===== config.mk =====
export PLATFORM = sky130hd
export DESIGN_NAME = ssd1306_microcode_sequencer
export DESIGN_NICKNAME = d
export VERILOG_FILES = /design/src/rtl/ssd1306_microcode_sequencer_pkg.sv /design/src/rtl/ssd1306_microcode_sequencer_delay_timer.sv /design/src/rtl/ssd1306_microcode_sequencer.sv
export SDC_FILE = /design/constraint.sdc
export NUM_CORES = 1
export LEC_CHECK = 0
export BUFFER_PORTS_ARGS = -buffer_cell sky130_fd_sc_hd__buf_4
export CORE_UTILIZATION = 55
export CTS_BUF_LIST = sky130_fd_sc_hd__clkbuf_8
export CTS_CLUSTER_DIAMETER = 150
export CTS_CLUSTER_SIZE = 16
export DETAILED_ROUTE_END_ITERATION = 10
export PLACE_DENSITY = 0.74
export SETUP_SLACK_MARGIN = 0.3
export SYNTH_ARGS = -nofsm -noshare
export SYNTH_HDL_FRONTEND = slang
export SYNTH_SLANG_ARGS = --single-unit

===== constraint.sdc =====
create_clock -name clk -period 12.2 [get_ports clk]
set_clock_uncertainty 0.1 [all_clocks]
set_input_delay 1.22 -clock clk [delete_from_list [all_inputs] [get_ports clk]]
set_output_delay 1.22 -clock clk [all_outputs]
set_load 0.01 [all_outputs]

===== src/rtl/ssd1306_microcode_sequencer_pkg.sv =====
// Shared types and microcode word field positions for the SSD1306 microcode sequencer.
package ssd1306_pkg;

   typedef enum logic [1:0] {
      OP_CMD   = 2'b00,
      OP_DATA  = 2'b01,
      OP_DELAY = 2'b10,
      OP_END   = 2'b11
   } opcode_t;

   typedef enum logic [2:0] {
      ST_IDLE,
      ST_FETCH,
      ST_SEND,
      ST_DELAY,
      ST_FINISH
   } state_t;

   localparam int unsigned OPCODE_MSB  = 9;
   localparam int unsigned OPCODE_LSB  = 8;
   localparam int unsigned OPERAND_MSB = 7;

endpackage


===== src/rtl/ssd1306_microcode_sequencer_delay_timer.sv =====
// Loadable down-counter for microcode delays; expired while the count sits at zero.
module ssd1306_delay_timer #(
   parameter int unsigned CW = 18
) (
   input  logic          clk,
   input  logic          rst,
   input  logic          i_load,
   input  logic [CW-1:0] i_load_value,
   input  logic          i_count_en,
   output logic          o_expired
);

   logic [CW-1:0] r_count;

   always_ff @(posedge clk) begin
      if (rst) begin
         r_count <= '0;
      end else if (i_load) begin
         r_count <= i_load_value;
      end else if (i_count_en && (r_count != '0)) begin
         r_count <= r_count - CW'(1);
      end
   end

   assign o_expired = (r_count == '0);

endmodule


===== src/rtl/ssd1306_microcode_sequencer.sv =====
// Fetches SSD1306 microcode words and executes them: CMD/DATA bytes to the SPI
// transmitter, timed delays, and END or address overflow to finish the run.
module ssd1306_microcode_sequencer
   import ssd1306_pkg::*;
#(
   parameter int unsigned ROM_SIZE   = 40,
   parameter int unsigned DATA_WIDTH = 10,
   parameter int unsigned DELAY_UNIT = 1000
) (
   input  logic                        clk,
   input  logic                        rst,
   input  logic                        start,
   output logic                        busy,
   output logic                        done,
   output logic [$clog2(ROM_SIZE)-1:0] rom_address,
   input  logic [DATA_WIDTH-1:0]       rom_data,
   input  logic                        rom_address_overflow,
   output logic                        tx_valid,
   input  logic                        tx_ready,
   output logic [7:0]                  tx_byte,
   output logic                        tx_dc
);

   localparam int unsigned AW = $clog2(ROM_SIZE);
   localparam int unsigned CW = $clog2(255 * DELAY_UNIT + 1);
   localparam logic [CW-1:0] DU = CW'(DELAY_UNIT);

   state_t        r_state, w_state_nx;
   logic [AW-1:0] r_addr, w_addr_nx;
   logic          r_carry, w_carry_nx;
   logic          r_busy, w_busy_nx;
   logic          r_valid, w_valid_nx;
   logic [7:0]    r_byte, w_byte_nx;
   logic          r_dc, w_dc_nx;

   opcode_t       w_op;
   logic [7:0]    w_operand;
   logic [AW:0]   w_addr_inc;
   logic [CW-1:0] w_delay_load;
   logic          w_load;
   logic          w_cnt_en;
   logic          w_expired;
   logic          w_stop;

   assign w_op         = opcode_t'(rom_data[OPCODE_MSB:OPCODE_LSB]);
   assign w_operand    = rom_data[OPERAND_MSB:0];
   assign w_addr_inc   = {1'b0, r_addr} + (AW+1)'(1);
   assign w_delay_load = (CW'(w_operand) * DU) - CW'(1);
   // A power-of-two ROM wraps the address to 0; the latched carry stands in for overflow.
   assign w_stop       = rom_address_overflow || r_carry || (w_op == OP_END);

   ssd1306_delay_timer #(
      .CW (CW)
   ) u_delay_timer (
      .clk          (clk),
      .rst          (rst),
      .i_load       (w_load),
      .i_load_value (w_delay_load),
      .i_count_en   (w_cnt_en),
      .o_expired    (w_expired)
   );

   always_ff @(posedge clk) begin
      if (rst) begin
         r_state <= ST_IDLE;
         r_addr  <= '0;
         r_carry <= 1'b0;
         r_busy  <= 1'b0;
         r_valid <= 1'b0;
         r_byte  <= '0;
         r_dc    <= 1'b0;
      end else begin
         r_state <= w_state_nx;
         r_addr  <= w_addr_nx;
         r_carry <= w_carry_nx;
         r_busy  <= w_busy_nx;
         r_valid <= w_valid_nx;
         r_byte  <= w_byte_nx;
         r_dc    <= w_dc_nx;
      end
   end

   always_comb begin
      w_state_nx = r_state;
      w_addr_nx  = r_addr;
      w_carry_nx = r_carry;
      w_busy_nx  = r_busy;
      w_valid_nx = r_valid;
      w_byte_nx  = r_byte;
      w_dc_nx    = r_dc;
      w_load     = 1'b0;
      w_cnt_en   = 1'b0;

      unique case (r_state)
         ST_IDLE: begin
            if (start) begin
               w_addr_nx  = '0;
               w_carry_nx = 1'b0;
               w_busy_nx  = 1'b1;
               w_state_nx = ST_FETCH;
            end
         end
         ST_FETCH: begin
            if (w_stop) begin
               w_busy_nx  = 1'b0;
               w_state_nx = ST_FINISH;
            end else begin
               case (w_op)
                  OP_CMD, OP_DATA: begin
                     w_byte_nx  = w_operand;
                     w_dc_nx    = (w_op == OP_DATA);
                     w_valid_nx = 1'b1;
                     w_state_nx = ST_SEND;
                  end
                  OP_DELAY: begin
                     if (w_operand == '0) begin
                        {w_carry_nx, w_addr_nx} = w_addr_inc;
                     end else begin
                        w_load     = 1'b1;
                        w_state_nx = ST_DELAY;
                     end
                  end
                  default: ;
               endcase
            end
         end
         ST_SEND: begin
            if (tx_ready) begin
               w_valid_nx              = 1'b0;
               {w_carry_nx, w_addr_nx} = w_addr_inc;
               w_state_nx              = ST_FETCH;
            end
         end
         ST_DELAY: begin
            w_cnt_en = 1'b1;
            if (w_expired) begin
               {w_carry_nx, w_addr_nx} = w_addr_inc;
               w_state_nx              = ST_FETCH;
            end
         end
         ST_FINISH: begin
            w_state_nx = ST_IDLE;
         end
         default: begin
            w_state_nx = ST_IDLE;
         end
      endcase
   end

   assign busy        = r_busy;
   assign done        = (r_state == ST_FINISH);
   assign rom_address = r_addr;
   assign tx_valid    = r_valid;
   assign tx_byte     = r_byte;
   assign tx_dc       = r_dc;

endmodule

==> impl_metrics.yaml <==
clocking:
  cts_tree: "done"
  ctsResizeCount: 0
  clock-sinks: 39
  cts_made_buffers: 5
  htreeDepth: 2
  insertion_delay_ns: 0.29
  hold_buffers: 0
  clk_path_buf_depth: 2
  cts_setup_buffers: 0
  clock-root-buffer: "clkbuf_8"
  clk_pin_slew_worst_paths_ns: 0.08
placement:
  dpl_worst_slack_ns: 6.30
  gp_congestion: 0.847
  portBuffers: 32
  dp_hpwl_mm: 6.21
grt:
  grt_pass1_vias: 2988
  track_usage_pct: 23.4
  antenna_found_initial: 0
  grt_pass1_wl_mm: 13.7
  gr-total-overflow: 0
  grt_max_degree: 35
logic_synthesis:
  synth_top_flop_cell: "dfxtp_1"
  synth_cell_types: 58
  synth_edf_count: 0
  synth_top_cell_by_area: "dfxtp_1"
  synth_top_area_share_pct: 20.8
  async_reset_ff_share_pct: 0
  synth_area_leaders: "dfxtp_1 21%, ha_1 15%, fa_1 11%"
  ys_ff_latch: 39
  yosysWarningCount: 0
  syn_area_per_cell_um2: 8.72
  syn_inst: 431
  yosysSeqAreaShare_pct: 20.8
  syn_nets: 512
  synth_area_mm2: 0.00376
floorplan:
  die_w_um: 84.7
  io_pins: 33
  die_h_um: 84.7
  num_rows: 29
  initial_core_util_pct: 58.2
  die_area_mm2: 0.00717
  coreArea_mm2: 0.00646
pwr:
  ir_worst_vdd_mv: 0.101
  p_leak_nw: 1.78
  p_per_area_mw_per_mm2: 161
worst_setup_path:
  required_ns: 12.24
  crit_fanout: 8
  worstSetupStartpoint: "rom_data[1]"
  critPathCaptureType: "flip-flop"
  path_cells: "buf_4 -> fa_1 -> inv_1 -> fa_1 -> fa_1 -> fa_1 -> inv_1 -> ha_1 -> a21o_1 -> a31o_2 -> a2111oi_2 -> o21ai_1 -> a311oi_1 -> a31o_2 -> a31oi_1"
  r2r-start: "u_delay_timer.r_count[9]"
  worstSetupEndpoint: "u_delay_timer.r_count[17]"
  rr_worst_depth: 7
  cp-start-kind: "input port"
  r2r_slack_ns: 9.31
  r2r-end: "rom_address[3]"
  cp.arrival_ns: 5.66
  crit_path_max_incr_delay_ns: 0.54
  setup.worst_path.class: "input port to flip-flop"
  worst_path_most_repeated_cell: "fa_1"
  cp_slowest_cell: "fa_1"
route:
  drt_first_pass_iters: 6
  wl_mm: 7.77
  vias_per_cell: 5.81
  route.detailed.drc: 0
  drt-initial-drc-count: 144
  num_vias: 3102
  wl_per_cell_um: 14.6
  ant_nets: 0
layout:
  drive_gt1_share_pct: 12.3
  final_cell_mix: "45 x nor2_1, 45 x ha_1, 43 x inv_1"
  area_delta_synth_final_pct: 9.82
  n_antenna_cell: 0
  final_core_util_pct: 63.9
  nets: 537
timing:
  max_freq_mhz: 178
  setup_slack_ns: 6.58
  finalCritPeriodShare_pct: 46.0
  final.min_clock_period_ns: 5.62
  finalSetupTns_ns: 0
  worstMarginPinSlew_ns: 0.976
  setup_viol: 0
  finalHoldViolCount: 0
  slew_viol_final: 0
  grt_setup_unrepaired: "no"
  max_slew_margin_pct: 34.7
run_status:
  status: "complete, no violations"
worst_hold_path:
  holdPathStages: 2
  hp-class: "flip-flop to flip-flop"
run:
  cap_violations: 0
==> cell type report <==
class	instances	area, um2
timing repair buffer	33	248
multi-input combinational	335	2760
inverter	42	158
clock inverter	3	16.3
clock buffer	5	68.8
fill	560	2330
tap	77	96.3
sequential	39	781
==> cell usage after synthesis, drive strengths merged (3+ instances only) <==
cell	instances
ha	45
nor2	45
inv	42
dfxtp	39
fa	21
xnor2	18
a21oi	17
nor3	15
a211oi	14
nand2	13
nand3	13
xor2	13
nand4	12
and3	11
clkbuf	11
mux2i	10
o21ai	9
a31oi	7
a311oi	6
a31o	5
nand2b	5
or4	5
buf	4
nor2b	4
or3	4
and2	3
mux2	3
nand3b	3
nor4	3
o21bai	3
==> worst max-delay path, delay by kind of cell <==
family	cells	cell delay [ns]
AOI/OAI and AO/OA	7	1.76
adders and majority gates	5	2.41
buffers and inverters	3	0.25
==> flip-flops by register name, summed over array words and instances (netlist names) <==
| register | cells |
|---|---|
| tx_byte | 8 |
| tx_valid | 1 |
| r_carry | 1 |
| rom_address | 6 |
| r_state | 3 |
| tx_dc | 1 |
| busy | 1 |
| u_delay_timer.r_count | 18 |
==> cell families (layout without fill, tap and decap cells) <==
logic type / after synthesis / after routing / share of synthesized area [%]
muxes: 13 / 13 / 3.56
xor gates and xnor gates: 31 / 31 / 7.22
AOI/OAI and AO/OA: 80 / 80 / 15.6
buffers and inverters: 57 / 83 / 5.96
and+or+nand+nor: 145 / 145 / 20.7
DFF: 39 / 39 / 20.8
adders and majority gates: 66 / 66 / 26.2
==> routing by layer <==
| metal | track usage [%] | routed length (um) | vias up |
|---|---|---|---|
| met5 | 0 | 0 | - |
| met4 | 6.16 | 106 | 0 |
| met3 | 3.54 | 271 | 10 |
| met2 | 41.2 | 3860 | 52 |
| met1 | 30.1 | 3540 | 1456 |
| li1 | - | - | 1584 |
==> worst min-delay path by stage <==
stage | to | slack, ns | start
2_1_floorplan | u_delay_timer.r_count[4] | 0.35 | u_delay_timer.r_count[4]
6_report | busy | 0.39 | busy
4_1_cts | busy | 0.40 | busy
5_1_grt | busy | 0.42 | busy
3_5_place_dp | busy | 0.38 | busy
3_3_place_gp | busy | 0.37 | busy
==> power breakdown <==
part / internal, mW / leakage, nW / switching [mW]
registers: 0.132 / 0.316 / 0.00574
logic: 0.184 / 1.42 / 0.258
clock network: 0.0392 / 0.0453 / 0.0462
total: 0.356 / 1.78 / 0.310
==> per-stage QoR <==
step	cell area, um2	power (mW)	hold WS (ns)	cells
2_1_floorplan	3760	0.491	0.348	431
3_3_place_gp	4040	0.566	0.368	526
3_5_place_dp	4040	0.579	0.381	526
4_1_cts	4130	0.669	0.396	534
5_1_grt	4130	0.734	0.420	534
6_report	4130	0.666	0.394	534
(Power assumes the default switching activity.)
